===== src/rtl/memory_arbiter.sv =====
// Round-robin arbiter sharing one negedge-sampled single-port RAM between ports A and B.
// Define MEMORY_ARBITER_FIXED_PRIORITY_EN to make port A win every tie instead of alternating.
module memory_arbiter #(
   parameter logic RESET_LAST_GRANT = 1'b1
) (
   input  logic        i_clock,
   input  logic        i_reset_n,
   input  logic        i_a_req,
   input  logic [29:0] i_a_address,
   input  logic [31:0] i_a_data_in,
   input  logic [3:0]  i_a_data_strobes,
   input  logic        i_a_write,
   output logic        o_a_done,
   output logic [31:0] o_a_data_out,
   input  logic        i_b_req,
   input  logic [29:0] i_b_address,
   input  logic [31:0] i_b_data_in,
   input  logic [3:0]  i_b_data_strobes,
   input  logic        i_b_write,
   output logic        o_b_done,
   output logic [31:0] o_b_data_out,
   output logic        o_mem_cs,
   output logic [29:0] o_mem_address,
   output logic [31:0] o_mem_data_out,
   output logic [3:0]  o_mem_data_strobes,
   output logic        o_mem_read,
   output logic        o_mem_write,
   input  logic [31:0] i_mem_data_in
);

   typedef enum logic {
      IDLE   = 1'b0,
      ACCESS = 1'b1
   } state_t;

   state_t      r_state;
   logic        r_last_grant;
   logic        r_winner;
   logic        r_mem_cs;
   logic [29:0] r_mem_address;
   logic [31:0] r_mem_data_out;
   logic [3:0]  r_mem_data_strobes;
   logic        r_mem_read;
   logic        r_mem_write;
   logic        r_a_done;
   logic        r_b_done;
   logic [31:0] r_a_data_out;
   logic [31:0] r_b_data_out;

   logic        w_any_req;
   logic        w_grant_b;
   logic [29:0] w_address;
   logic [31:0] w_data;
   logic [3:0]  w_strobes;
   logic        w_write;

   assign w_any_req = i_a_req | i_b_req;

   // Winner encoding matches last_grant: 0 = port A, 1 = port B.
   always_comb begin
`ifdef MEMORY_ARBITER_FIXED_PRIORITY_EN
      w_grant_b = i_b_req & ~i_a_req;
`else
      if (i_a_req && i_b_req)
         w_grant_b = ~r_last_grant;
      else
         w_grant_b = i_b_req;
`endif
   end

   assign w_address = w_grant_b ? i_b_address      : i_a_address;
   assign w_data    = w_grant_b ? i_b_data_in      : i_a_data_in;
   assign w_strobes = w_grant_b ? i_b_data_strobes : i_a_data_strobes;
   assign w_write   = w_grant_b ? i_b_write        : i_a_write;

   always_ff @(posedge i_clock or negedge i_reset_n) begin
      if (!i_reset_n) begin
         r_state            <= IDLE;
         r_last_grant       <= RESET_LAST_GRANT;
         r_winner           <= 1'b0;
         r_mem_cs           <= 1'b0;
         r_mem_address      <= '0;
         r_mem_data_out     <= '0;
         r_mem_data_strobes <= '0;
         r_mem_read         <= 1'b0;
         r_mem_write        <= 1'b0;
         r_a_done           <= 1'b0;
         r_b_done           <= 1'b0;
         r_a_data_out       <= '0;
         r_b_data_out       <= '0;
      end else begin
         case (r_state)
            IDLE: begin
               r_a_done <= 1'b0;
               r_b_done <= 1'b0;
               if (w_any_req) begin
                  r_mem_cs           <= 1'b1;
                  r_mem_address      <= w_address;
                  r_mem_data_out     <= w_data;
                  r_mem_data_strobes <= w_strobes;
                  r_mem_read         <= ~w_write;
                  r_mem_write        <= w_write;
                  r_last_grant       <= w_grant_b;
                  r_winner           <= w_grant_b;
                  r_state            <= ACCESS;
               end
            end
            ACCESS: begin
               // Memory has acted on the mid-cycle negedge; read data is stable now.
               r_mem_cs    <= 1'b0;
               r_mem_read  <= 1'b0;
               r_mem_write <= 1'b0;
               if (r_winner) begin
                  r_b_done <= 1'b1;
                  if (r_mem_read)
                     r_b_data_out <= i_mem_data_in;
               end else begin
                  r_a_done <= 1'b1;
                  if (r_mem_read)
                     r_a_data_out <= i_mem_data_in;
               end
               r_state <= IDLE;
            end
            default: r_state <= IDLE;
         endcase
      end
   end

   assign o_a_done           = r_a_done;
   assign o_a_data_out       = r_a_data_out;
   assign o_b_done           = r_b_done;
   assign o_b_data_out       = r_b_data_out;
   assign o_mem_cs           = r_mem_cs;
   assign o_mem_address      = r_mem_address;
   assign o_mem_data_out     = r_mem_data_out;
   assign o_mem_data_strobes = r_mem_data_strobes;
   assign o_mem_read         = r_mem_read;
   assign o_mem_write        = r_mem_write;

endmodule


===== config.mk =====
export PLATFORM = sky130hd
export DESIGN_NAME = memory_arbiter
export DESIGN_NICKNAME = d
export VERILOG_FILES = /design/src/rtl/memory_arbiter.sv
export SDC_FILE = /design/constraint.sdc
export NUM_CORES = 1
export LEC_CHECK = 0
export ABC_AREA = 1
export CELL_PAD_IN_SITES_DETAIL_PLACEMENT = 1
export CELL_PAD_IN_SITES_GLOBAL_PLACEMENT = 1
export CORE_MARGIN = 1
export CORE_UTILIZATION = 29
export CTS_CLUSTER_DIAMETER = 40
export DETAILED_ROUTE_END_ITERATION = 16
export GPL_ROUTABILITY_DRIVEN = 0
export PLACE_DENSITY = 0.89
export SYNTH_ARGS = -nofsm -noshare
export SYNTH_HDL_FRONTEND = slang
export SYNTH_SLANG_ARGS = --single-unit

===== constraint.sdc =====
create_clock -name i_clock -period 1.7 [get_ports i_clock]
set_input_delay 0.255 -clock i_clock [delete_from_list [all_inputs] [get_ports i_clock]]
set_output_delay 0.255 -clock i_clock [all_outputs]
set_load 0.05 [all_outputs]

* Word-level counts from Yosys, hierarchy flattened *
Cells that the tools add are included.

operators by class
  muxes and demuxes = 17
  bitwise operators = 5
  reduce and logical (&&, ||, !) cells = 4
  $add $sub $neg = 0
  divide/modulo/power cells = 0
  shift-type cells = 0
  equal/unequal tests = 3
  multipliers = 0
  $lt $le $gt $ge = 0

operator list
  operator              count
  $mux W32              1
  $mux W30              1
  $pmux W1 S2           6
  $mux W1               8
  $reduce_and A3 Y1     2
  $mux W4               1
  $ne A2 B2 Y1 const B  2
  $not A1 Y1            4
  $ne A2 B1 Y1 const B  1
  $reduce_and A2 Y1     1
  $logic_and A1 B1 Y1   1
  $or A1 B1 Y1          1

word-level totals
  word-level logic and storage cells = 42
  output and inout bits = 135
  bits of input ports = 170
  bits in registers = 138
  ROM bits = 0
  bits in writable memories = 0
  memories = 0
  bits in latches = 0

* Depth between registers and ports, before layout *
  depth after elaboration = 6
  gate-level depth with buffers = 8
  mapped depth without buffers = 5

* Worst setup path before layout *
No wires, ideal clock.

  path type = register -> register
  from = reg r_mem_read, in the netlist o_mem_read
  to = reg r_a_data_out[10], in the netlist o_a_data_out[10]
  cell stages (with the launch flop) = 5
  data required time = 1578 ps
  path buffers = 1
  clock period less this slack = 1360 ps
  arrival time = 1238 ps
  setup time = 122 ps
  setup slack = 340 ps
  path through = dfrtp_1 > nand3_2 > clkbuf_1 > nand2_1 > o21ai_1

between the ends
  longest elaborated chain between the ends = 1

RTL lines
  what                                RTL line  RTL
  from (decl)                         43        logic r_mem_read;
  from (signal assigned)              101       r_mem_read <= ~w_write;
  $reduce_and A3 Y1 (no source line)  -
  to (signal assigned)                120       r_a_data_out <= i_mem_data_in;
  to (decl)                           47        logic [31:0] r_a_data_out;

No other way between the ends.
A chain may end at the register's enable or synchronous reset.

* Worst setup path after layout *
  from = reg r_mem_read, in the netlist o_mem_read
  to = out o_mem_read

RTL lines
  what       RTL line  RTL
  to (decl)  26        output logic o_mem_read,

No word-level cell between the ends.

==> impl_metrics.yaml <==
run_status:
  status: "finished clean"
clock_network:
  cts_tree: "yes"
  ctsHoldBuffers: 1
  clk_latency_ns: 0.41
  cts_root_buf: "clkbuf_16"
  postCtsSetupRepairBufs: 0
  h-tree-depth: 4
  ctsResizeCount: 0
  cts_buffer_depth: 2
  clock-sinks: 138
  clkTransAtPathRegs_ns: 0.06
  cts_buffers: 17
critical_path:
  startpoint_type: "flip-flop"
  critical_path_depth: 1
  end_kind: "output pin"
  critPathLaunch: "o_mem_read"
  ff2ff_path_depth: 6
  crit_fanout: 4
  slowest_stage: "dfrtp_1"
  worstPathRequired_ns: 1.44
  cp_top_family: "flip-flops"
  rrSetupSlack_ns: 0.35
  max_stage_delay_ns: 0.47
  crit_type: "flip-flop to output pin"
  arrival_ns: 1.14
  r2r_end: "o_mem_address[24]"
  timing.rr.start: "r_last_grant"
  path_cells: "buf_4"
  crit_path_end: "o_mem_read"
  path_buf_inv: 1
power:
  powerDensity_nw_per_um2: 1680
  p_leak_uw: 0.00553
  irDropWorstVdd_v: 0.000610
synthesis:
  yosysWarningCount: 0
  synth_ff_type: "dfrtp_1"
  syn_nets: 1011
  yosysTopAreaCell: "dfrtp_1"
  yosysTopAreaCellShare: 0.531
  ys_ff_latch: 138
  async_flop_share: 1.00
  syn_inst: 841
  synth.most_common_cell: "nand2_1"
  synth-edff-count: 0
  netlist_area_um2: 6460
  yosysSeqAreaShare: 0.535
  ys_top_cells_by_area: "dfrtp_1, nand2_1, nand3_1, inv_1, o21ai_1"
  synthTopCellsByCount: "nand2_1, inv_1, dfrtp_1, nand3_1, o21ai_1"
  avgSynthCellArea_um2: 7.68
  ys_types: 17
floorplan:
  die-area_um2: 22900
  die_w_um: 151
  fp.coreArea_um2: 21800
  ios: 305
  start_util: 0.296
  rows: 54
  die_height_um: 151
finish:
  layout-drive-gt1-share: 0.173
  finalNetCount: 1309
  area_delta_synth_final_pct: 57.0
  fillCellCount: 2642
placed_design:
  place_ws_ns: 0.0303
  dp_hpwl_um: 16900
  port_buffers: 304
sta:
  max_freq_mhz: 718
  relSlewSlack: 0.670
  clock_skew_ns: 0.00642
  finalCritPeriodShare: 0.820
  worst_slack_ns: 0.306
  grt_setup_unrepaired: "false"
  report.final.slew_viol_count: 0
  worstMarginPinSlew_ns: 0.495
  fin_setup_tns_ns: 0
  fin_crit_ns: 1.39
  holdWs_ns: 0.208
  finalSetupViolCount: 0
  hold_viol: 0
routing:
  drc: 0
  firstDrtPassIters: 4
  drtIter0Drc: 175
  dr_total_vias: 6503
  ant_nets: 0
  wl_um: 22700
  wl_per_cell_um: 15.8
  viasPerCell: 4.54
run:
  drv_cap: 0
min_path:
  min_path_type: "input port to flip-flop"
global_routing:
  grt_max_degree: 65
  grt_overflow: 0
  grtUsageTotal: 0.204
  grt_pass1_wl_um: 35800
  antenna_found_initial: 0
  grt_pass1_vias: 6851
## layer usage
| layer | vias to the layer above | wire length (µm) | global-route usage |
|---|---|---|---|
| met5 | - | 0 | 0 |
| met1 | 3112 | 9400 | 0.246 |
| li1 | 3138 | - | - |
| met2 | 227 | 11300 | 0.358 |
| met4 | 0 | 333 | 0.0560 |
| met3 | 26 | 1620 | 0.0506 |
## flip-flops by register name, indices dropped and copies added, names as in the netlist
signal	flops
o_mem_data_strobes	4
r_winner	1
r_state	1
o_b_data_out	32
r_last_grant	1
o_mem_data_out	32
o_mem_read	1
o_mem_address	30
o_b_done	1
o_mem_cs	1
o_mem_write	1
o_a_done	1
o_a_data_out	32
## kinds of logic after synthesis
| logic type | count (synthesis) | synth area share |
|---|---|---|
| buffers and inverters | 218 | 0.140 |
| AO/OA/AOI/OAI | 65 | 0.0503 |
| AND/OR/NAND/NOR | 420 | 0.275 |
| flip-flops | 138 | 0.535 |
## area by class of cell
| type | instances | area [µm²] | share of cell area |
|---|---|---|---|
| sequential | 138 | 3450 | 0.341 |
| clock buffer | 17 | 425 | 0.0419 |
| antenna | 1 | 2.50 | 0.000247 |
| tap | 280 | 350 | 0.0345 |
| timing repair buffer | 327 | 3010 | 0.297 |
| clock inverter | 15 | 153 | 0.0150 |
| inverter | 170 | 638 | 0.0629 |
| multi-input combinational | 485 | 2110 | 0.208 |
## cells in the final DEF (no fill, tap or decap)
cell type,count
buf_12,11
buf_2,1
buf_4,146
buf_6,1
bufinv_16,1
clkbuf_16,17
clkdlybuf4s50_1,167
clkinv_2,2
clkinv_4,2
clkinvlp_4,2
dfrtp_1,137
dfstp_2,1
diode_2,1
dlygate4sd3_1,1
inv_1,169
inv_2,1
inv_6,4
inv_8,4
nand2_1,273
nand2_2,2
nand3_1,137
nand3_2,2
nor2_1,4
nor2_4,2
o21ai_0,1
o21ai_1,64
## stage by stage
step	power (µW)	area [µm²]	cells	util
after global routing	17900	10100	1432	0.465
after global placement	13200	9550	1399	0.438
after floorplan	10400	6460	841	-
after detailed placement	13500	9550	1399	0.438
after CTS	17200	10100	1432	0.465
final	17000	10100	1433	0.465
## report_power, final
group | switching, µW | internal, µW
clock network | 1580 | 2070
registers | 717 | 4410
logic | 5780 | 2470
## worst min path at each step
stage | from | to | slack, ns | cells past startpoint
after global routing | i_b_req | r_last_grant | 0.23 | 3
after detailed placement | i_reset_n | o_b_data_out[6] | 0.23 | 1
after floorplan | i_reset_n | o_a_data_out[0] | -0.04 | 0
after CTS | i_b_req | r_last_grant | 0.18 | 3
after global placement | i_reset_n | o_b_data_out[6] | 0.23 | 1
final | i_b_req | r_last_grant | 0.21 | 3
Power figures use the tool's default switching activity.
